`config.mk`:
```
export PLATFORM = sky130hd
export DESIGN_NAME = pong_referee_flat
export DESIGN_NICKNAME = d
export VERILOG_FILES = /design/src/rtl/pong_pkg.sv /design/src/rtl/pong_referee_if.sv /design/src/rtl/pong_collision_detect.sv /design/src/rtl/pong_referee.sv /design/src/flat_wrapper.sv
export SDC_FILE = /design/constraint.sdc
export NUM_CORES = 1
export LEC_CHECK = 0
export ABC_AREA = 1
export CORE_MARGIN = 2
export CORE_UTILIZATION = 52
export DETAILED_ROUTE_END_ITERATION = 7
export GPL_ROUTABILITY_DRIVEN = 0
export PLACE_DENSITY = 0.92
export SYNTH_ARGS = -nofsm -noshare
export SYNTH_HDL_FRONTEND = slang
export SYNTH_HIERARCHICAL = 1
export SYNTH_SLANG_ARGS = --single-unit
```
`constraint.sdc`:
```
create_clock -name clock -period 2.4 [get_ports clock]
set_input_delay 0.48 -clock clock [delete_from_list [all_inputs] [get_ports clock]]
set_output_delay 0.48 -clock clock [all_outputs]
set_load 0.1 [all_outputs]
```
`src/rtl/pong_pkg.sv`:
```
// Shared Pong definitions: bounce event codes and the referee match states.
// The ball FSM decodes the same bounce codes.
package pong_pkg;

    localparam logic [1:0] BOUNCE_NONE   = 2'b00;
    localparam logic [1:0] BOUNCE_PADDLE = 2'b01;
    localparam logic [1:0] BOUNCE_WALL   = 2'b10;
    localparam logic [1:0] BOUNCE_SERVE  = 2'b11;

    typedef enum logic [1:0] {
        IDLE  = 2'd0,
        SERVE = 2'd1,
        PLAY  = 2'd2,
        OVER  = 2'd3
    } ref_state_e;

endpackage

```
`src/rtl/pong_referee_if.sv`:
```
// Bundle between the position registers / ball FSM (master) and the referee (slave).
interface pong_referee_if #(
    parameter int POS_W   = 10,
    parameter int SIZE_W  = 8,
    parameter int SCORE_W = 4
);
    logic               frame_tick;
    logic               start;
    logic [POS_W-1:0]   ball_pos_x;
    logic [POS_W-1:0]   ball_pos_y;
    logic [SIZE_W-1:0]  ball_size_x;
    logic [SIZE_W-1:0]  ball_size_y;
    logic [POS_W-1:0]   paddle_1_pos_x;
    logic [POS_W-1:0]   paddle_1_pos_y;
    logic [SIZE_W-1:0]  paddle_1_size_x;
    logic [SIZE_W-1:0]  paddle_1_size_y;
    logic [POS_W-1:0]   paddle_2_pos_x;
    logic [POS_W-1:0]   paddle_2_pos_y;
    logic [SIZE_W-1:0]  paddle_2_size_x;
    logic [SIZE_W-1:0]  paddle_2_size_y;
    logic [1:0]         bounce;
    logic               bounce_valid;
    logic               serve_dir;
    logic [SCORE_W-1:0] score_player_1;
    logic [SCORE_W-1:0] score_player_2;
    logic               serving;
    logic               game_over;
    logic               winner;

    modport master (
        output frame_tick, start,
        output ball_pos_x, ball_pos_y, ball_size_x, ball_size_y,
        output paddle_1_pos_x, paddle_1_pos_y, paddle_1_size_x, paddle_1_size_y,
        output paddle_2_pos_x, paddle_2_pos_y, paddle_2_size_x, paddle_2_size_y,
        input  bounce, bounce_valid, serve_dir, score_player_1, score_player_2,
        input  serving, game_over, winner
    );

    modport slave (
        input  frame_tick, start,
        input  ball_pos_x, ball_pos_y, ball_size_x, ball_size_y,
        input  paddle_1_pos_x, paddle_1_pos_y, paddle_1_size_x, paddle_1_size_y,
        input  paddle_2_pos_x, paddle_2_pos_y, paddle_2_size_x, paddle_2_size_y,
        output bounce, bounce_valid, serve_dir, score_player_1, score_player_2,
        output serving, game_over, winner
    );

endinterface

```
`src/rtl/pong_collision_detect.sv`:
```
// Combinational geometry tests for one frame: goals, walls and paddle contact.
// Edges are formed one bit wider than the position bus so pos+size never wraps.
module pong_collision_detect #(
    parameter int SCREEN_X = 640,
    parameter int SCREEN_Y = 480,
    parameter int MARGIN   = 5,
    parameter int POS_W    = 10,
    parameter int SIZE_W   = 8
) (
    input  logic [POS_W-1:0]  ball_pos_x,
    input  logic [POS_W-1:0]  ball_pos_y,
    input  logic [SIZE_W-1:0] ball_size_x,
    input  logic [SIZE_W-1:0] ball_size_y,
    input  logic [POS_W-1:0]  paddle_1_pos_x,
    input  logic [POS_W-1:0]  paddle_1_pos_y,
    input  logic [SIZE_W-1:0] paddle_1_size_x,
    input  logic [SIZE_W-1:0] paddle_1_size_y,
    input  logic [POS_W-1:0]  paddle_2_pos_x,
    input  logic [POS_W-1:0]  paddle_2_pos_y,
    input  logic [SIZE_W-1:0] paddle_2_size_x,
    input  logic [SIZE_W-1:0] paddle_2_size_y,
    output logic              goal_right,
    output logic              goal_left,
    output logic              wall_hit,
    output logic              paddle_1_hit,
    output logic              paddle_2_hit
);

    localparam logic [POS_W:0] RIGHT_LIMIT  = (POS_W + 1)'(SCREEN_X - MARGIN);
    localparam logic [POS_W:0] BOTTOM_LIMIT = (POS_W + 1)'(SCREEN_Y - MARGIN);
    localparam logic [POS_W:0] MARGIN_E     = (POS_W + 1)'(MARGIN);

    function automatic logic [POS_W:0] edge_sum(input logic [POS_W-1:0] pos,
                                                input logic [SIZE_W-1:0] size);
        return (POS_W + 1)'(pos) + (POS_W + 1)'(size);
    endfunction

    logic [POS_W:0] ball_left, ball_top, ball_right, ball_bottom;
    logic [POS_W:0] p1_right, p1_top, p1_bottom;
    logic [POS_W:0] p2_left, p2_top, p2_bottom;

    assign ball_left   = (POS_W + 1)'(ball_pos_x);
    assign ball_top    = (POS_W + 1)'(ball_pos_y);
    assign ball_right  = edge_sum(ball_pos_x, ball_size_x);
    assign ball_bottom = edge_sum(ball_pos_y, ball_size_y);
    assign p1_right    = edge_sum(paddle_1_pos_x, paddle_1_size_x);
    assign p1_top      = (POS_W + 1)'(paddle_1_pos_y);
    assign p1_bottom   = edge_sum(paddle_1_pos_y, paddle_1_size_y);
    assign p2_left     = (POS_W + 1)'(paddle_2_pos_x);
    assign p2_top      = (POS_W + 1)'(paddle_2_pos_y);
    assign p2_bottom   = edge_sum(paddle_2_pos_y, paddle_2_size_y);

    // Paddle 2's width does not matter: a ball past its face is already scoring.
    logic unused_p2_width;
    assign unused_p2_width = ^paddle_2_size_x;

    assign goal_right   = ball_right >= RIGHT_LIMIT;
    assign goal_left    = ball_left <= MARGIN_E;
    assign wall_hit     = (ball_bottom >= BOTTOM_LIMIT) || (ball_top <= MARGIN_E);
    assign paddle_1_hit = (ball_left <= p1_right) &&
                          (ball_bottom >= p1_top) && (ball_top <= p1_bottom);
    assign paddle_2_hit = (ball_right >= p2_left) &&
                          (ball_bottom >= p2_top) && (ball_top <= p2_bottom);

endmodule

```
`src/rtl/pong_referee.sv`:
```
// Match referee: per-frame collision priority, bounce strobes, scoring,
// serve delay, win detection and a paddle re-hit cooldown.
module pong_referee #(
    parameter int SCREEN_X        = 640,
    parameter int SCREEN_Y        = 480,
    parameter int MARGIN          = 5,
    parameter int POS_W           = 10,
    parameter int SIZE_W          = 8,
    parameter int SCORE_W         = 4,
    parameter int WIN_SCORE       = 9,
    parameter int SERVE_FRAMES    = 60,
    parameter int COOLDOWN_FRAMES = 4
) (
    input  logic          clock,
    input  logic          reset_n,
    pong_referee_if.slave bus
);
    import pong_pkg::*;

    localparam logic [1:0] S_IDLE  = IDLE;
    localparam logic [1:0] S_SERVE = SERVE;
    localparam logic [1:0] S_PLAY  = PLAY;
    localparam logic [1:0] S_OVER  = OVER;

    localparam int SERVE_W = (SERVE_FRAMES > 0) ? $clog2(SERVE_FRAMES + 1) : 1;
    localparam int COOL_W  = (COOLDOWN_FRAMES > 0) ? $clog2(COOLDOWN_FRAMES + 1) : 1;
    localparam logic [SERVE_W-1:0] SERVE_LOAD = SERVE_W'(SERVE_FRAMES);
    localparam logic [COOL_W-1:0]  COOL_LOAD  = COOL_W'(COOLDOWN_FRAMES);
    localparam logic [SCORE_W-1:0] WIN_VALUE  = SCORE_W'(WIN_SCORE);

    logic goal_right, goal_left, wall_hit, paddle_1_hit, paddle_2_hit;

    pong_collision_detect #(
        .SCREEN_X (SCREEN_X),
        .SCREEN_Y (SCREEN_Y),
        .MARGIN   (MARGIN),
        .POS_W    (POS_W),
        .SIZE_W   (SIZE_W)
    ) u_collision (
        .ball_pos_x      (bus.ball_pos_x),
        .ball_pos_y      (bus.ball_pos_y),
        .ball_size_x     (bus.ball_size_x),
        .ball_size_y     (bus.ball_size_y),
        .paddle_1_pos_x  (bus.paddle_1_pos_x),
        .paddle_1_pos_y  (bus.paddle_1_pos_y),
        .paddle_1_size_x (bus.paddle_1_size_x),
        .paddle_1_size_y (bus.paddle_1_size_y),
        .paddle_2_pos_x  (bus.paddle_2_pos_x),
        .paddle_2_pos_y  (bus.paddle_2_pos_y),
        .paddle_2_size_x (bus.paddle_2_size_x),
        .paddle_2_size_y (bus.paddle_2_size_y),
        .goal_right      (goal_right),
        .goal_left       (goal_left),
        .wall_hit        (wall_hit),
        .paddle_1_hit    (paddle_1_hit),
        .paddle_2_hit    (paddle_2_hit)
    );

    logic [1:0]         state_q, state_d;
    logic [SERVE_W-1:0] serve_cnt_q, serve_cnt_d;
    logic [COOL_W-1:0]  cool_cnt_q, cool_cnt_d;
    logic [SCORE_W-1:0] score_1_q, score_1_d;
    logic [SCORE_W-1:0] score_2_q, score_2_d;
    logic [1:0]         bounce_q, bounce_d;
    logic               bounce_valid_q, bounce_valid_d;
    logic               serve_dir_q, serve_dir_d;
    logic               winner_q, winner_d;
    logic [SCORE_W-1:0] scored_new;

    // Goal on the right means player 1 scored; it also has priority over the left goal.
    assign scored_new = (goal_right ? score_1_q : score_2_q) + SCORE_W'(1);

    always_comb begin
        state_d        = state_q;
        serve_cnt_d    = serve_cnt_q;
        cool_cnt_d     = cool_cnt_q;
        score_1_d      = score_1_q;
        score_2_d      = score_2_q;
        serve_dir_d    = serve_dir_q;
        winner_d       = winner_q;
        bounce_d       = BOUNCE_NONE;
        bounce_valid_d = 1'b0;

        if (bus.frame_tick && (cool_cnt_q != '0)) begin
            cool_cnt_d = cool_cnt_q - COOL_W'(1);
        end

        case (state_q)
            S_IDLE, S_OVER: begin
                if (bus.start) begin
                    state_d     = S_SERVE;
                    serve_cnt_d = SERVE_LOAD;
                    cool_cnt_d  = '0;
                    score_1_d   = '0;
                    score_2_d   = '0;
                    serve_dir_d = 1'b0;
                    winner_d    = 1'b0;
                end
            end
            S_SERVE: begin
                // Leaving on the tick that would bring the count to zero holds exactly SERVE_FRAMES ticks.
                if (bus.frame_tick) begin
                    if (serve_cnt_q <= SERVE_W'(1)) begin
                        state_d        = S_PLAY;
                        bounce_d       = BOUNCE_SERVE;
                        bounce_valid_d = 1'b1;
                    end else begin
                        serve_cnt_d = serve_cnt_q - SERVE_W'(1);
                    end
                end
            end
            S_PLAY: begin
                if (bus.frame_tick) begin
                    if (goal_right || goal_left) begin
                        if (goal_right) score_1_d = scored_new;
                        else            score_2_d = scored_new;
                        serve_dir_d = goal_right;
                        if (scored_new == WIN_VALUE) begin
                            state_d  = S_OVER;
                            winner_d = !goal_right;
                        end else begin
                            state_d        = S_SERVE;
                            serve_cnt_d    = SERVE_LOAD;
                            bounce_d       = BOUNCE_SERVE;
                            bounce_valid_d = 1'b1;
                        end
                    end else if (wall_hit) begin
                        bounce_d       = BOUNCE_WALL;
                        bounce_valid_d = 1'b1;
                    end else if ((cool_cnt_q == '0) && (paddle_1_hit || paddle_2_hit)) begin
                        bounce_d       = BOUNCE_PADDLE;
                        bounce_valid_d = 1'b1;
                        cool_cnt_d     = COOL_LOAD;
                    end
                end
            end
            default: state_d = S_IDLE;
        endcase
    end

    always_ff @(posedge clock or negedge reset_n) begin
        if (!reset_n) begin
            state_q        <= S_IDLE;
            serve_cnt_q    <= '0;
            cool_cnt_q     <= '0;
            score_1_q      <= '0;
            score_2_q      <= '0;
            bounce_q       <= BOUNCE_NONE;
            bounce_valid_q <= 1'b0;
            serve_dir_q    <= 1'b0;
            winner_q       <= 1'b0;
        end else begin
            state_q        <= state_d;
            serve_cnt_q    <= serve_cnt_d;
            cool_cnt_q     <= cool_cnt_d;
            score_1_q      <= score_1_d;
            score_2_q      <= score_2_d;
            bounce_q       <= bounce_d;
            bounce_valid_q <= bounce_valid_d;
            serve_dir_q    <= serve_dir_d;
            winner_q       <= winner_d;
        end
    end

    assign bus.bounce         = bounce_q;
    assign bus.bounce_valid   = bounce_valid_q;
    assign bus.serve_dir      = serve_dir_q;
    assign bus.score_player_1 = score_1_q;
    assign bus.score_player_2 = score_2_q;
    assign bus.serving        = (state_q == S_SERVE);
    assign bus.game_over      = (state_q == S_OVER);
    assign bus.winner         = winner_q;

endmodule

```
`src/flat_wrapper.sv`:
```
// flat-port wrapper written by rule: the top's interface ports become plain ports
module pong_referee_flat import pong_pkg::*;
#(
    parameter int SCREEN_X        = 640,
    parameter int SCREEN_Y        = 480,
    parameter int MARGIN          = 5,
    parameter int POS_W           = 10,
    parameter int SIZE_W          = 8,
    parameter int SCORE_W         = 4,
    parameter int WIN_SCORE       = 9,
    parameter int SERVE_FRAMES    = 60,
    parameter int COOLDOWN_FRAMES = 4
)
  (clock, reset_n, bus_frame_tick, bus_start, bus_ball_pos_x, bus_ball_pos_y, bus_ball_size_x, bus_ball_size_y, bus_paddle_1_pos_x, bus_paddle_1_pos_y, bus_paddle_1_size_x, bus_paddle_1_size_y, bus_paddle_2_pos_x, bus_paddle_2_pos_y, bus_paddle_2_size_x, bus_paddle_2_size_y, bus_bounce, bus_bounce_valid, bus_serve_dir, bus_score_player_1, bus_score_player_2, bus_serving, bus_game_over, bus_winner);
  pong_referee_if #(.POS_W(POS_W), .SIZE_W(SIZE_W), .SCORE_W(SCORE_W)) bus_i ();
  input  logic clock;
  input  logic reset_n;
  input wire logic [$bits(bus_i.frame_tick)-1:0] bus_frame_tick;
  input wire logic [$bits(bus_i.start)-1:0] bus_start;
  input wire logic [$bits(bus_i.ball_pos_x)-1:0] bus_ball_pos_x;
  input wire logic [$bits(bus_i.ball_pos_y)-1:0] bus_ball_pos_y;
  input wire logic [$bits(bus_i.ball_size_x)-1:0] bus_ball_size_x;
  input wire logic [$bits(bus_i.ball_size_y)-1:0] bus_ball_size_y;
  input wire logic [$bits(bus_i.paddle_1_pos_x)-1:0] bus_paddle_1_pos_x;
  input wire logic [$bits(bus_i.paddle_1_pos_y)-1:0] bus_paddle_1_pos_y;
  input wire logic [$bits(bus_i.paddle_1_size_x)-1:0] bus_paddle_1_size_x;
  input wire logic [$bits(bus_i.paddle_1_size_y)-1:0] bus_paddle_1_size_y;
  input wire logic [$bits(bus_i.paddle_2_pos_x)-1:0] bus_paddle_2_pos_x;
  input wire logic [$bits(bus_i.paddle_2_pos_y)-1:0] bus_paddle_2_pos_y;
  input wire logic [$bits(bus_i.paddle_2_size_x)-1:0] bus_paddle_2_size_x;
  input wire logic [$bits(bus_i.paddle_2_size_y)-1:0] bus_paddle_2_size_y;
  output wire logic [$bits(bus_i.bounce)-1:0] bus_bounce;
  output wire logic [$bits(bus_i.bounce_valid)-1:0] bus_bounce_valid;
  output wire logic [$bits(bus_i.serve_dir)-1:0] bus_serve_dir;
  output wire logic [$bits(bus_i.score_player_1)-1:0] bus_score_player_1;
  output wire logic [$bits(bus_i.score_player_2)-1:0] bus_score_player_2;
  output wire logic [$bits(bus_i.serving)-1:0] bus_serving;
  output wire logic [$bits(bus_i.game_over)-1:0] bus_game_over;
  output wire logic [$bits(bus_i.winner)-1:0] bus_winner;
  assign bus_i.frame_tick = bus_frame_tick;
  assign bus_i.start = bus_start;
  assign bus_i.ball_pos_x = bus_ball_pos_x;
  assign bus_i.ball_pos_y = bus_ball_pos_y;
  assign bus_i.ball_size_x = bus_ball_size_x;
  assign bus_i.ball_size_y = bus_ball_size_y;
  assign bus_i.paddle_1_pos_x = bus_paddle_1_pos_x;
  assign bus_i.paddle_1_pos_y = bus_paddle_1_pos_y;
  assign bus_i.paddle_1_size_x = bus_paddle_1_size_x;
  assign bus_i.paddle_1_size_y = bus_paddle_1_size_y;
  assign bus_i.paddle_2_pos_x = bus_paddle_2_pos_x;
  assign bus_i.paddle_2_pos_y = bus_paddle_2_pos_y;
  assign bus_i.paddle_2_size_x = bus_paddle_2_size_x;
  assign bus_i.paddle_2_size_y = bus_paddle_2_size_y;
  assign bus_bounce = bus_i.bounce;
  assign bus_bounce_valid = bus_i.bounce_valid;
  assign bus_serve_dir = bus_i.serve_dir;
  assign bus_score_player_1 = bus_i.score_player_1;
  assign bus_score_player_2 = bus_i.score_player_2;
  assign bus_serving = bus_i.serving;
  assign bus_game_over = bus_i.game_over;
  assign bus_winner = bus_i.winner;
  pong_referee #(.SCREEN_X(SCREEN_X), .SCREEN_Y(SCREEN_Y), .MARGIN(MARGIN), .POS_W(POS_W), .SIZE_W(SIZE_W), .SCORE_W(SCORE_W), .WIN_SCORE(WIN_SCORE), .SERVE_FRAMES(SERVE_FRAMES), .COOLDOWN_FRAMES(COOLDOWN_FRAMES)) u_core (.clock(clock), .reset_n(reset_n), .bus(bus_i));
endmodule
```
# Word-level counts from Yosys, hierarchy flattened
# Cells that the tools add are included.
[word_totals]
regBits = 24
out_inout_bits = 15
inputBits = 112
[classes]
magnitude_cmp = 11
n_reduce_logical = 21
n_mux = 55
n_addsub = 8
n_eq_ne = 14
[ops]
columns = ["op", "n"]
rows = [
  ["$add 10x8->11", 5],
  ["$mux 6", 6],
  ["$ge 11x10->1", 3],
  ["$le 10x11->1", 3],
  ["$mux 4", 8],
  ["$mux 2", 12],
  ["$le 10x3->1 const B", 2],
  ["$reduce_and 5->1", 4],
  ["$mux 3", 6],
  ["$pmux 6 s3", 1],
  ["$pmux 4 s2", 2],
  ["$mux 1", 14],
  ["$ne 2x2->1 const B", 6],
  ["$ge 11x10->1 const B", 1],
  ["$ge 11x9->1 const B", 1],
  ["$ne 2x1->1 const B", 4],
  ["$le 6x1->1 const B", 1],
  ["$logic_and 1x1->1", 6],
  ["$pmux 1 s2", 3],
  ["$pmux 2 s3", 1],
  ["$pmux 3 s2", 1],
  ["$reduce_and 6->1", 1],
  ["$sub 6x1->6 const B", 1],
  ["$add 4x1->4 const B", 1],
  ["13 further kinds", 16],
]

# Logic depth before layout (Yosys ltp)
# Gate-level depths: netlist (run 1).
[depth]
word_depth = 11
ltp_mapped = 28

# Cells and area by module
# The synthesis (run 1) kept the hierarchy.
[by_module_without_submodules]
columns = ["module", "seq_area_each_um2", "area_each_um2", "cells_per_inst", "n_inst"]
rows = [
  ["pong_collision_detect", 0.0, 3679.8, 600, 1],
  ["pong_referee", 600.6, 1616.6, 213, 1],
]

# Worst setup path before layout (run 1)
# No wires, ideal clock.
[synth_timing]
path_type = "input-to-reg"
start = "in bus_ball_pos_y[0]"
end = "reg u_core.cool_cnt_q[0]"
path_slack_ns = -0.797
path_buffers = 0
setup_ns = 0.138
arrival_time_ns = 3.059
cell_stages = 28
cell_sequence = "ha_1 inv_1 fa_1 inv_1 nand4_2 nand3_2 xor2_1 inv_1 ha_1 nand2_1 nor2_1 nand2_1 nand2_1 nand2_1 nand3_1 nand2_1 nand2_1 nand2_1 nand2_1 nand2_1 nor2_1 inv_1 nand2_1 nand3_1 nor2_1 nand2_1 nand2_1 a31oi_1"
[synth_between]
elab_chain_cells = 11
word_cells_on_any_way = 19
classes_between = "1 x add/sub; 6 x order compare; 5 x mux; 7 x reduce/logical"
[synth_rtl]
columns = ["element", "line_no", "text"]
rows = [
  ["start, declared", "flat_wrapper.sv:21", "input wire logic [$bits(bus_i.ball_pos_y)-1:0] bus_ball_pos_y;"],
  ["$add 10x8->11", "pong_collision_detect.sv:35", "return (POS_W + 1)'(pos) + (POS_W + 1)'(size);"],
  ["$ge 11x10->1", "pong_collision_detect.sv:61", "(ball_bottom >= p1_top) && (ball_top <= p1_bottom);"],
  ["$logic_and 1x1->1", "pong_collision_detect.sv:60", "assign paddle_1_hit = (ball_left <= p1_right) &&"],
  ["$logic_and 1x1->1 *", "pong_collision_detect.sv:61", ""],
  ["net u_core.paddle_1_hit", "pong_referee.sv:31", "logic goal_right, goal_left, wall_hit, paddle_1_hit, paddle_2_hit;"],
  ["$logic_or 1x1->1 *", "pong_referee.sv:130", "end else if ((cool_cnt_q == '0) && (paddle_1_hit || paddle_2_hit)) begin"],
  ["$logic_and 1x1->1 *", "pong_referee.sv:130", ""],
  ["$mux 3 *", "pong_referee.sv:130", ""],
  ["$mux 3 *", "pong_referee.sv:127", "end else if (wall_hit) begin"],
  ["$mux 3 *", "pong_referee.sv:114", "if (goal_right || goal_left) begin"],
  ["$mux 3 *", "pong_referee.sv:113", "if (bus.frame_tick) begin"],
  ["$pmux 3 s2 *", "pong_referee.sv:88", "case (state_q)"],
  ["net u_core.cool_cnt_d[0]", "pong_referee.sv:61", "logic [COOL_W-1:0] cool_cnt_q, cool_cnt_d;"],
  ["end signal, assigned", "pong_referee.sv:155", "cool_cnt_q <= cool_cnt_d;"],
  ["end, declared", "pong_referee.sv:61", ""],
]
# The timed path passes the listed nets; every way through them passes the cells marked *.
# A chain may end at the register's enable or synchronous reset.

# Worst setup path after layout (run 1)
[layout_timing]
start = "in bus_paddle_1_pos_x[4]"
end = "reg u_core.cool_cnt_q[2]"
[layout_between]
elab_chain_cells = 11
[layout_rtl]
columns = ["element", "line_no", "text"]
rows = [
  ["start, declared", "flat_wrapper.sv:24", "input wire logic [$bits(bus_i.paddle_1_pos_x)-1:0] bus_paddle_1_pos_x;"],
  ["$add 10x8->11", "pong_collision_detect.sv:35", ""],
  ["$le 10x11->1", "pong_collision_detect.sv:60", ""],
  ["$logic_and 1x1->1", "pong_collision_detect.sv:60", ""],
  ["$logic_and 1x1->1", "pong_collision_detect.sv:61", ""],
  ["net u_core.paddle_1_hit", "pong_referee.sv:31", ""],
  ["$logic_or 1x1->1", "pong_referee.sv:130", ""],
  ["$logic_and 1x1->1", "pong_referee.sv:130", ""],
  ["$mux 3", "pong_referee.sv:130", ""],
  ["$mux 3", "pong_referee.sv:127", ""],
  ["$mux 3", "pong_referee.sv:114", ""],
  ["$mux 3", "pong_referee.sv:113", ""],
  ["$pmux 3 s2", "pong_referee.sv:88", ""],
  ["net u_core.cool_cnt_d[2]", "pong_referee.sv:61", ""],
]
# The timed path passes the listed nets, and every way through them passes these cells.

==> impl_metrics.yaml, run 1 <==
synthesis:
  postSynthAreaPerCell_sq_um: 6.51
  ys_warn_count: 6
  syn_nets: 1040
  synth_ff_type: "dfrtp_1"
  async_flop_share: 1.00
  synth_seq_cells: 24
  netlist_area_sq_um: 5300
  synthCells: 813
  synth-edff-count: 0
  yosysSeqAreaShare: 0.113
  synth_cell_types: 45
sta:
  max_slew.worst_pin.slew_ns: 0.684
  final-hold-violation-count: 0
  max_freq_ghz: 0.265
  drv_slew: 0
  setup_viol: 24
  hold_slack_ns: 0.515
  period_needed_ns: 3.77
  rsz0062_at_grt: "yes"
  clock_skew_ns: 0.00443
  max-slew-margin-rel: 0.544
  finalWorstSetupSlack_ns: -1.37
  min_period_over_period: 1.57
run_status:
  status: "complete, but fails checks"
  violations: "setup timing"
worst_hold_path:
  hold_depth: 2
  hold_end: "u_core/bus.winner"
  worstHoldStart: "u_core/bus.winner"
  hold_path.class: "flip-flop to flip-flop"
power_and_ir_drop:
  pwr-share-seq: 0.124
  internal_power_mw: 2.39
  switchingPower_mw: 2.94
  pwr-share-comb: 0.821
  swShare: 0.551
  power_density_nw_per_um2: 588
  ir_drop_uv: 665
  leakage_nw: 4.73
  p_clk_frac: 0.055
grt:
  met2_usage: 0.707
  globalRouteTotalUtil: 0.379
  antenna_found_initial: 0
  grt_overflow: 0
  use_met1: 0.382
  grt_pass1_wl_um: 34100
  grt_max_degree: 25
  grtUsageMet3: 0.0630
  busiest_layer: "met2"
  grt_pass1_vias: 7521
cts:
  clockBufferDepth: 2
  clk_latency_ns: 0.28
  cts_buffers: 3
  clockRootBuffer: "clkbuf_8"
  cts_tree: "yes"
  postCtsHoldBufs: 0
  clock-sinks: 24
  htree_num_levels: 1
  clkTransAtPathRegs_ns: 0.09
detailed_routing:
  ant_nets: 0
  wire_per_inst_um: 21.6
  first_iter_violations: 917
  post_drt_via_cell_ratio: 6.18
  vias: 7649
  first_pass_iters: 8
  post-route-drc-count: 0
  routed_wl_um: 26800
placed_design:
  dp_hpwl_um: 13900
  port_buffers: 118
  pre_cts_ws_ns: -1.53
  dpl_cell_area_sq_um: 7770
finish:
  fin_nets: 1333
  fill_cells: 386
  fin_area_sq_um: 9060
  drive_gt1_frac: 0.422
  n_antenna_cell: 0
  fin_util: 0.923
  syn2layout_area_growth_pct: 71.1
floorplan:
  fp.dieArea_sq_um: 11000
  die_w_um: 105
  core_area_sq_um: 9820
  start_util: 0.539
  die_y_um: 105
  rows: 36
  io_pins: 127
critical_path:
  crit_start: "bus_paddle_1_pos_x[4]"
  endpoint_kind: "flip-flop"
  r2r_end: "u_core/bus.score_player_1[1]"
  cp_max_fo: 3
  worstSetupStartpointType: "input pin"
  required_ns: 2.60
  rrSetupSlack_ns: 0.22
  r2r-start: "u_core/state_q[0]"
  reg2regPathDepth: 8
  criticalPathCategory: "input pin to flip-flop"
  cp.arrival_ns: 3.97
run:
  drv_cap: 0
[cell families (layout without fill, tap and decap cells)]
group / count (synthesis) / after routing / synth area share
flip-flops: 24 / 24 / 0.113
AND/OR/NAND/NOR: 371 / 371 / 0.314
multiplexers: 1 / 1 / 0.00213
adder cells (fa/ha/maj): 115 / 115 / 0.279
XOR/XNOR: 39 / 39 / 0.0659
AO/OA/AOI/OAI: 103 / 103 / 0.110
buffers and inverters: 160 / 452 / 0.116
[metrics by stage]
step	instances	TNS, ns	power, mW
2_1_floorplan	813	-8.21	2.78
3_3_place_gp	1196	-29.27	3.71
5_1_grt	1238	-20.29	5.56
6_report	1238	-18.77	5.33
4_1_cts	1224	-10.91	4.49
3_5_place_dp	1196	-31.53	3.87
[state kept, by name, indices dropped and copies added, names as in the netlist]
signal                     cells
u_core/bus.score_player_1      4
u_core/serve_cnt_q             6
u_core/bus.bounce_valid        1
u_core/state_q                 2
u_core/bus.score_player_2      4
u_core/cool_cnt_q              3
u_core/bus.serve_dir           1
u_core/bus.winner              1
u_core/bus.bounce              2
[Yosys cell counts, types with 2 or more instances]
cell | number | area share
o21a_1 | 2 | 0.0028
dfrtp_1 | 24 | 0.11
nand2_4 | 2 | 0.0043
nand3_4 | 2 | 0.0066
nand3_1 | 42 | 0.040
xor2_1 | 26 | 0.043
nand3b_1 | 2 | 0.0028
xnor2_1 | 12 | 0.020
nor2_1 | 53 | 0.038
nand2_2 | 12 | 0.014
inv_1 | 145 | 0.10
o211ai_1 | 3 | 0.0043
o21ai_0 | 16 | 0.015
nor3_1 | 4 | 0.0038
a21oi_1 | 58 | 0.055
ha_1 | 110 | 0.26
nor4_1 | 3 | 0.0035
a21o_1 | 2 | 0.0028
clkinv_1 | 3 | 0.0021
nand4_1 | 17 | 0.020
nand3_2 | 2 | 0.0038
a21oi_2 | 2 | 0.0033
o21ai_2 | 3 | 0.0050
a31oi_1 | 2 | 0.0024
o21ai_1 | 9 | 0.0085
buf_6 | 2 | 0.0043
o21bai_1 | 2 | 0.0028
inv_2 | 9 | 0.0064
nand2_1 | 223 | 0.16
nor3_2 | 2 | 0.0038
fa_1 | 5 | 0.019
[repair_timing]
item | CTS | global route
gates cloned | 0 | 0
endpoints found under the setup margin | 24 | 24
resized for setup | 267 | 134
setup buffers | 24 | 16
hold endpoints to repair | 0 | 0
pin swaps | 147 | 107
[cells in the final DEF (no fill, tap or decap), types with 12 or more instances in the layout]
| master | instances |
|---|---|
| xor2_1 | 23 |
| nand4_1 | 17 |
| clkdlybuf4s50_1 | 30 |
| nor2_2 | 12 |
| buf_4 | 175 |
| nand2_4 | 17 |
| inv_2 | 28 |
| buf_2 | 13 |
| a21oi_1 | 31 |
| buf_6 | 15 |
| nand2_1 | 165 |
| nand3_1 | 34 |
| a21oi_2 | 23 |
| dlygate4sd2_1 | 28 |
| dfrtp_1 | 24 |
| inv_1 | 124 |
| ha_4 | 39 |
| nand2_2 | 55 |
| ha_1 | 70 |
| nor2_1 | 37 |
[cell type report]
type                            instances  area [sq um]  area share
Multi-Input combinational cell        629          5240       0.578
Inverter                              157           608      0.0671
Tap cell                              133           166      0.0184
Clock buffer                            4          55.1     0.00607
Timing Repair Buffer                  291          2400       0.264
Sequential cell                        24           601      0.0663
[metal layers]
metal	vias up	routed length, um
li1	3210	-
met1	3444	8680
met2	711	12400
met3	284	2960
met4	0	2740
met5	-	0
[power groups by stage]
stage | Clock, mW | Combinational, mW | Sequential [mW]
after global routing | 0.313 | 4.58 | 0.671
after floorplan | 0 | 1.91 | 0.870
final | 0.295 | 4.38 | 0.661
after detailed placement | 0 | 3.24 | 0.637
after global placement | 0 | 3.08 | 0.630
after CTS | 0.284 | 3.57 | 0.635
[how the worst max path moves through the flow]
stage | cells after the start | endpoint | slack, ns
6_report | 24 | u_core/cool_cnt_q[2] | -1.37
5_1_grt | 24 | u_core/cool_cnt_q[2] | -1.41
4_1_cts | 28 | u_core/cool_cnt_q[2] | -0.73
3_5_place_dp | 24 | u_core/cool_cnt_q[2] | -1.53
3_3_place_gp | 25 | u_core/cool_cnt_q[1] | -1.46
2_1_floorplan | 26 | u_core/cool_cnt_q[1] | -0.65
[worst max-delay path: stages]
cell	delay, ns
dlygate4sd2_1	0.26
ha_4	0.27
nand2_1	0.29
nand2_1	0.23
a21oi_2	0.19
o21ai_1	0.14
a21oi_1	0.30
xor2_1	0.18
ha_1	0.26
nand2_2	0.11
inv_1	0.06
nand2_1	0.06
nand2_1	0.05
nand2_1	0.06
nand2_1	0.05
nand2_1	0.07
nand2_1	0.05
nor2_1	0.11
inv_1	0.08
nand2_4	0.09
nand3_4	0.09
nor2_4	0.15
nand4_1	0.11
a32oi_2	0.23
Note: power is estimated with default switching activity, not from simulation.
==> run 2: changes to the inputs <==
--- a/config.mk
+++ b/config.mk
@@ -7,10 +7,10 @@
 export LEC_CHECK = 0
 export ABC_AREA = 1
 export CORE_MARGIN = 2
-export CORE_UTILIZATION = 52
+export CORE_UTILIZATION = 40
 export DETAILED_ROUTE_END_ITERATION = 7
 export GPL_ROUTABILITY_DRIVEN = 0
-export PLACE_DENSITY = 0.92
+export PLACE_DENSITY = 0.76
 export SYNTH_ARGS = -nofsm -noshare
 export SYNTH_HDL_FRONTEND = slang
 export SYNTH_HIERARCHICAL = 1
==> run 2 against run 1 <==
Effect of this change: the run still ends with setup timing left; global-route usage down 14 points; hold slack got worse by 0.011 ns; non-clock buffer count increased by 4; critical path depth is 3 higher; routed wire length decreased by 35%; highest routed layer unchanged.
==> impl_metrics.yaml, run 2 (synthesis results as in run 1) <==
run_status:
  status: "complete, but fails checks"
  violations: "setup timing"
sta:
  hold_slack_ns: 0.504
  max-slew-margin-rel: 0.723
  period_needed_ns: 3.27
  drv_slew: 0
  max_freq_ghz: 0.305
  min_period_over_period: 1.36
  clock_skew_ns: 0.00278
  setup_viol: 24
  max_slew.worst_pin.slew_ns: 0.415
  final-hold-violation-count: 0
  finalWorstSetupSlack_ns: -0.874
  setup_tns_ns: -11.68
  rsz0062_at_grt: "yes"
cts:
  clk_latency_ns: 0.26
  cts_tree: "yes"
  postCtsHoldBufs: 0
  cts_buffers: 3
  clockBufferDepth: 2
  htree_num_levels: 1
  clockRootBuffer: "clkbuf_16"
  clkTransAtPathRegs_ns: 0.06
  clock-sinks: 24
finish:
  final_cell_mix: "193 x nand2_1, 180 x buf_4, 126 x inv_1"
  fin_nets: 1337
  largest_reg_flops: 6
  fill_cells: 1015
  largest_register: "u_core/serve_cnt_q"
  drive_gt1_frac: 0.370
  fin_util: 0.687
  final_cells: 1285
  n_antenna_cell: 0
  syn2layout_area_growth_pct: 69.6
  final_common_cell: "nand2_1"
  fin_area_sq_um: 8980
detailed_routing:
  first_pass_iters: 7
  post-route-drc-count: 0
  wire_per_inst_um: 13.6
  ant_nets: 0
  post_drt_via_cell_ratio: 4.96
  vias: 6379
  routed_wl_um: 17400
  first_iter_violations: 280
power_and_ir_drop:
  report.power.total_mw: 4.85
  leakage_nw: 4.71
  power_density_nw_per_um2: 540
  ir_drop_uv: 323
critical_path:
  worstSetupStartpointType: "input pin"
  critPathMostFrequentCell: "nand2_1"
  endpoint_kind: "flip-flop"
  required_ns: 2.57
  cp.arrival_ns: 3.45
  criticalPathCategory: "input pin to flip-flop"
  cpMaxStageDelayCell: "ha_4"
  rrSetupSlack_ns: 0.43
  critPathMaxStageDelay_ns: 0.32
  cp_max_fo: 4
floorplan:
  rows: 42
  core_area_sq_um: 13100
  die_w_um: 119
  io_pins: 127
  die_y_um: 119
  start_util: 0.405
  fp.dieArea_sq_um: 14200
grt:
  grt_pass1_vias: 6361
  grt_overflow: 0
  grt_pass1_wl_um: 28300
  grt_max_degree: 25
  globalRouteTotalUtil: 0.238
  antenna_found_initial: 0
placed_design:
  dp_hpwl_um: 12800
  pre_cts_ws_ns: -1.53
  port_buffers: 118
  dpl_cell_area_sq_um: 7860
  numPlacedInstances: 1244
worst_hold_path:
  hold_path.class: "flip-flop to flip-flop"
run:
  drv_cap: 0
==> run 2: worst paths after layout <==
path / startpoint / to / cells past startpoint
setup / recovery: bus_ball_size_y[3] / u_core/cool_cnt_q[2] / 27
hold / removal: u_core/bus.winner / u_core/bus.winner / 2
setup reg to reg: u_core/state_q[1] / u_core/serve_cnt_q[3] / 8
hold reg to reg: u_core/bus.winner / u_core/bus.winner / 2
max in group asynchronous: reset_n / u_core/bus.score_player_1[2] / 2
min in group asynchronous: reset_n / u_core/bus.score_player_1[0] / 2
==> run 2: what timing repair did <==
action | 4_1_cts | 5_1_grt
gates resized for setup | 248 | 55
setup endpoints to repair | 24 | 24
endpoints found under the hold margin | 0 | 0
setup buffers | 35 | 8
pin swaps | 145 | 64
==> run 2: per-layer routing <==
metal,vias up,global-route usage,share of wire
li1,3216,-,-
met3,33,0.0211,0.046
met1,2945,0.293,0.43
met5,-,0,0
met4,0,0.0506,0.018
met2,185,0.446,0.51
==> run 2: final cells by class <==
| class | count | area, sq um | area share |
|---|---|---|---|
| clock buffers | 4 | 88.8 | 0.00989 |
| well taps | 176 | 220 | 0.0245 |
| inverters | 157 | 603 | 0.0671 |
| flip-flops and latches | 24 | 601 | 0.0668 |
| multi-input cells | 629 | 5030 | 0.560 |
| repair buffers | 295 | 2440 | 0.271 |
==> run 2: worst max-delay path, delay by kind of cell <==
family          cells  cell delay [ns]
xor+xnor            1             0.12
buf+inv             3             0.42
simple gates       20             1.60
compound gates      1             0.19
fa+ha+maj           2             0.61
==> run 2: power by group <==
part,switching [mW],internal (mW)
clock network,0.151,0.255
registers,0.113,0.529
logic,2.18,1.62
total,2.45,2.41
==> run 3: changes to the inputs <==
--- a/config.mk
+++ b/config.mk
@@ -6,7 +6,7 @@
 export NUM_CORES = 1
 export LEC_CHECK = 0
 export ABC_AREA = 1
-export CORE_MARGIN = 2
+export CORE_MARGIN = 5
 export CORE_UTILIZATION = 40
 export DETAILED_ROUTE_END_ITERATION = 7
 export GPL_ROUTABILITY_DRIVEN = 0
==> run 3 against run 2 <==
Effect of this change: the flow still finishes with violations (setup timing); largest power group unchanged; first-iteration DRC count decreased by 15%; setup slack improved by 0.037 ns; sequential share of layout area about the same; hold slack improved by 0.014 ns; global-route usage decreased by 3.2 points; clock skew about the same; die area increased by 10%; fmax increased by 1.1%; non-clock buffer count decreased by 10; critical endpoint unchanged; critical path type unchanged.
==> impl_metrics.yaml, run 3 (synthesis results as in run 1) <==
grt:
  grt_overflow: 0
  grt_pass1_vias: 6355
  grt_pass1_wl_um: 27900
  antenna_found_initial: 0
  grt_max_degree: 25
  globalRouteTotalUtil: 0.205
run_status:
  violations: "setup timing"
  status: "complete, but fails checks"
floorplan:
  start_util: 0.403
  io_pins: 127
  die_w_um: 125
  rows: 42
  fp.dieArea_sq_um: 15600
  die_y_um: 125
  core_area_sq_um: 13100
power_and_ir_drop:
  leakage_nw: 4.67
  power_density_nw_per_um2: 548
  report.power.total_mw: 4.93
  ir_drop_uv: 430
placed_design:
  numPlacedInstances: 1237
  dp_hpwl_um: 13100
  port_buffers: 118
  dpl_cell_area_sq_um: 7820
finish:
  final_cell_mix: "172 x nand2_1, 166 x buf_4, 125 x inv_1"
  fin_nets: 1327
  syn2layout_area_growth_pct: 69.7
  largest_register: "u_core/serve_cnt_q"
  final_cells: 1275
  final_common_cell: "nand2_1"
  largest_reg_flops: 6
  fill_cells: 1047
  drive_gt1_frac: 0.389
  ff_latch_area_sq_um: 601
  n_antenna_cell: 0
  multi_input_area_sq_um: 5100
  fin_area_sq_um: 8990
sta:
  drv_slew: 0
  finalWorstSetupSlack_ns: -0.837
  max-slew-margin-rel: 0.589
  final-hold-violation-count: 0
  hold_slack_ns: 0.518
  setup_viol: 24
  period_needed_ns: 3.24
  clock_skew_ns: 0.00315
  max_freq_ghz: 0.309
  rsz0062_at_grt: "yes"
  min_period_over_period: 1.35
  max_slew.worst_pin.slew_ns: 0.617
critical_path:
  criticalPathCategory: "input pin to flip-flop"
  critPathMaxStageDelay_ns: 0.32
  required_ns: 2.56
  cp_cell_sequence: "dlygate4sd2_1, ha_4, nand2_1, inv_1, buf_4, nand4_1, nand2_1, xor2_2, inv_1, ha_1, nand4_1, nand3_1, nand2_1, nand2_1, nand2_1, nand2_1, nand2_2, nor2_2, inv_1, nand2_2, nand3_2, nor2_2, nand4_1, a32oi_1"
  endpoint_kind: "flip-flop"
  cp.arrival_ns: 3.40
  worstSetupStartpointType: "input pin"
  cpMaxStageDelayCell: "ha_1"
  cp_max_fo: 4
  critPathMostFrequentCell: "nand2_1"
cts:
  clkTransAtPathRegs_ns: 0.06
  clock-sinks: 24
  htree_num_levels: 1
  cts_tree: "yes"
  clockBufferDepth: 2
  clk_latency_ns: 0.26
  clockRootBuffer: "clkbuf_16"
  cts_buffers: 3
detailed_routing:
  first_iter_violations: 238
  wire_per_inst_um: 13.5
  post_drt_via_cell_ratio: 4.96
  ant_nets: 0
  post-route-drc-count: 0
  first_pass_iters: 5
  routed_wl_um: 17200
  vias: 6319
run:
  drv_cap: 0
worst_hold_path:
  hold_path.class: "flip-flop to flip-flop"
[run 3: cell types whose count changed in the layout (fill, tap and decap cells not counted), moves of 3 or more]
cell | previous run | this run
nand2_1 | 193 | 172
dlygate4sd2_1 | 39 | 28
nand3_2 | 9 | 6
nand2_2 | 29 | 51
clkbuf_2 | 5 | 11
buf_4 | 180 | 166
buf_2 | 5 | 8
[run 3: final timing paths]
| check | end | slack (ns) | cells past startpoint | from |
|---|---|---|---|---|
| min in group asynchronous | u_core/bus.score_player_2[1] | 0.58 | 2 | reset_n |
| max in group asynchronous | u_core/serve_cnt_q[3] | 1.59 | 2 | reset_n |
| min reg2reg | u_core/bus.winner | 0.52 | 2 | u_core/bus.winner |
| min | u_core/bus.winner | 0.52 | 2 | u_core/bus.winner |
| max reg2reg | u_core/bus.score_player_1[3] | 0.38 | 8 | u_core/state_q[0] |
| max | u_core/cool_cnt_q[2] | -0.84 | 24 | bus_ball_size_y[3] |
[run 3: report_power, final]
group	total (mW)	internal, mW	switching (mW)
Combinational	3.88	1.69	2.20
Sequential	0.647	0.529	0.118
Clock	0.396	0.255	0.141
Total	4.93	2.47	2.46
[run 3: layout make-up]
cell class,count,area share
multi-input combinational,629,0.568
clock buffer,4,0.00989
tap,176,0.0245
timing repair buffer,285,0.263
sequential,24,0.0668
inverter,157,0.0675
[run 3: per-layer routing]
metal  global-route usage  part of all wire
met1                0.260              0.42
met2                0.374              0.49
met3               0.0226             0.054
met4               0.0466             0.027
met5                    0                 0
[run 3: timing repair]
action,4_1_cts,5_1_grt
endpoints found under the hold margin,0,0
pin swaps,150,97
resized for setup,254,96
buffers inserted,30,6
endpoints found under the setup margin,24,24
hold buffers,0,0
[run 3: worst max-delay path: cells and delay by family]
kind / cells / cell delay, ns
AND/OR/NAND/NOR: 15 / 1.26
buffers and inverters: 5 / 0.64
AO/OA/AOI/OAI: 1 / 0.22
adder cells (fa/ha/maj): 2 / 0.63
XOR/XNOR: 1 / 0.17
[run 3: metrics by stage]
step	setup WS, ns	util	TNS [ns]
3_5_place_dp	-1.59	0.596	-31.44
2_1_floorplan	-0.652	-	-8.21
5_1_grt	-1.07	0.684	-16.60
4_1_cts	-0.777	0.661	-11.29
6_report	-0.837	0.684	-12.49
3_3_place_gp	-1.52	0.596	-29.87
==> edit (config.mk and constraints of run 2) <==
`SIZE_W` is set to 8 in 4 places; all go to 16.
--- a/src/rtl/pong_referee_if.sv
+++ b/src/rtl/pong_referee_if.sv
@@ -1,7 +1,7 @@
 // Bundle between the position registers / ball FSM (master) and the referee (slave).
 interface pong_referee_if #(
     parameter int POS_W   = 10,
-    parameter int SIZE_W  = 8,
+    parameter int SIZE_W  = 16,
     parameter int SCORE_W = 4
 );
     logic               frame_tick;
--- a/src/rtl/pong_collision_detect.sv
+++ b/src/rtl/pong_collision_detect.sv
@@ -5,7 +5,7 @@
     parameter int SCREEN_Y = 480,
     parameter int MARGIN   = 5,
     parameter int POS_W    = 10,
-    parameter int SIZE_W   = 8
+    parameter int SIZE_W   = 16
 ) (
     input  logic [POS_W-1:0]  ball_pos_x,
     input  logic [POS_W-1:0]  ball_pos_y,
--- a/src/rtl/pong_referee.sv
+++ b/src/rtl/pong_referee.sv
@@ -5,7 +5,7 @@
     parameter int SCREEN_Y        = 480,
     parameter int MARGIN          = 5,
     parameter int POS_W           = 10,
-    parameter int SIZE_W          = 8,
+    parameter int SIZE_W          = 16,
     parameter int SCORE_W         = 4,
     parameter int WIN_SCORE       = 9,
     parameter int SERVE_FRAMES    = 60,
--- a/src/flat_wrapper.sv
+++ b/src/flat_wrapper.sv
@@ -5,7 +5,7 @@
     parameter int SCREEN_Y        = 480,
     parameter int MARGIN          = 5,
     parameter int POS_W           = 10,
-    parameter int SIZE_W          = 8,
+    parameter int SIZE_W          = 16,
     parameter int SCORE_W         = 4,
     parameter int WIN_SCORE       = 9,
     parameter int SERVE_FRAMES    = 60,
Ports: changed (6 resized); port bits go from 127 to 175. No check against the original RTL was run, so the function may have changed too.
==> edit against run 2 <==
  * The flow still finishes with violations (setup timing)
  * Count of clock-buffer cells in the layout shrank 1
  * Synthesized area grew 8.2%
  * Routed wire length grew 35%
  * Global-route usage grew 3.9 points
  * Final area grew 16%
  * First-iteration DRC count grew 84%
  * Power grew 16%
  * Non-clock buffer count grew 67
  * Die area grew 7.9%
  * Sequential cell count is the same
  * Worst setup slack lost 36 ps
  * Fmax shrank 1.1%
  * Largest power group unchanged
  * Highest routed layer unchanged
==> edit: results (changes against run 2) <==
Run status
  • Status: complete, but fails checks
  • Failing checks: setup timing

Synthesis
  • Compound-cell area share of the yosys netlist: 10.4% (-0.59 points)
  • Post-synthesis mux area share: 0.197% (-0.016 points)
  • Post-Synth Adder-Cell Area: 28.0% (+0.084 points)
  • Synth cell types: 43 (-4.4%)
  • Most frequent cells after synthesis: nand2_1, inv_1, ha_1, nor2_1

Pwr
  • Peak VDD IR: 0.000660 V (+100%)
  • Leakage Power: 5.43 nW (+15%)
  • Sw Pwr: 2.81 mW (+15%)
  • Combinational share of power: 79.9% (+1.5 points)

Final layout
  • Final std cells w/o fill: 1443 (+12%)

Critical path
  • WP data required: 2580 ps (about the same)
  • CP Launch Point: bus_paddle_1_size_y[0]
  • Crit path max-delay cell type: fa_2
  • Worst stage delay on the critical path: 360 ps (+40 ps)

Placed design
  • Post-DP HPWL: 14.3 mm (+12%)
  • PortBufs: 133 (+13%)
  • DP Cell Count: 1377 (+11%)

Timing
  • Fin worst setup slack: -910 ps (-36.1 ps)
  • Endpoints failing setup: 24 (unchanged)
  • Skew final: 3.69 ps (+0.915 ps)

Routing
  • Via density: 5.25 (+5.7%)
  • DRT iter0 DRCs: 516 (+84%)
  • WL met2: 11.6 mm (+31%)
  • Post-Route WL: 23.5 mm (+35%)

Global route
  • Gr usage total: 27.7% (+3.9 points)

Hold path
  • Worst hold start: u_core/bus.serve_dir
  • Worst Hold End: u_core/bus.serve_dir
[edit: cell count changes after synthesis, sizes merged, moves of 3 or more]
| cell | delta |
|---|---|
| a21o | +3 |
| a21oi | -6 |
| nand3 | +9 |
| ha | +10 |
| o21ai | -6 |
| nand2 | +34 |
| inv | +17 |
| a31oi | +4 |
| clkinv | -3 |
| o21bai | +4 |
| nor2 | +19 |
[edit: stage by stage]
step / TNS, ps / instance area, µm² / power, mW / utilization, % / hold slack, ps
after floorplan: -8700 / 5970 / 2.90 / - / 184
after global placement: -27200 / 8750 / 4.05 / 62.8 / 495
after detailed placement: -28930 / 8750 / 4.13 / 62.8 / 489
after CTS: -10670 / 10000 / 5.11 / 72.0 / 506
after global routing: -17540 / 10500 / 6.05 / 75.0 / 547
final: -13970 / 10500 / 5.63 / 75.0 / 524
[edit: critical path: cells and delay by family]
kind | cells | cell delay [ps]
buffers and inverters | 4 | 290
AOI/OAI and AO/OA | 3 | 450
xor gates and xnor gates | 1 | 170
adders and majority gates | 3 | 830
and+or+nand+nor | 13 | 1240
[edit: cell type report]
class,count,area (µm²)
inverters,171,666
repair buffers,362,2960
multi-input cells,702,5900
clock buffers,3,75.1
clock inverters,1,30.0
well taps,180,225
flip-flops and latches,24,601
fillers,855,3480
[edit: cell families after synthesis]
kind of cell    Yosys count
compound gates          103
xor+xnor                 38
fa+ha+maj               125
buf+inv                 174
flops                    24
mux                       1
simple gates            435
[edit: what timing repair did]
item	in CTS	in global routing
gates resized for setup	431	101
setup buffers	46	16
endpoints found under the setup margin	24	24
pin swaps	210	113
[edit: metal layers]
metal / global-route usage [%] / vias up
li1: - / 3619
met1: 31.2 / 3470
met2: 50.3 / 359
met3: 4.21 / 121
met4: 13.7 / 0
met5: 0 / -
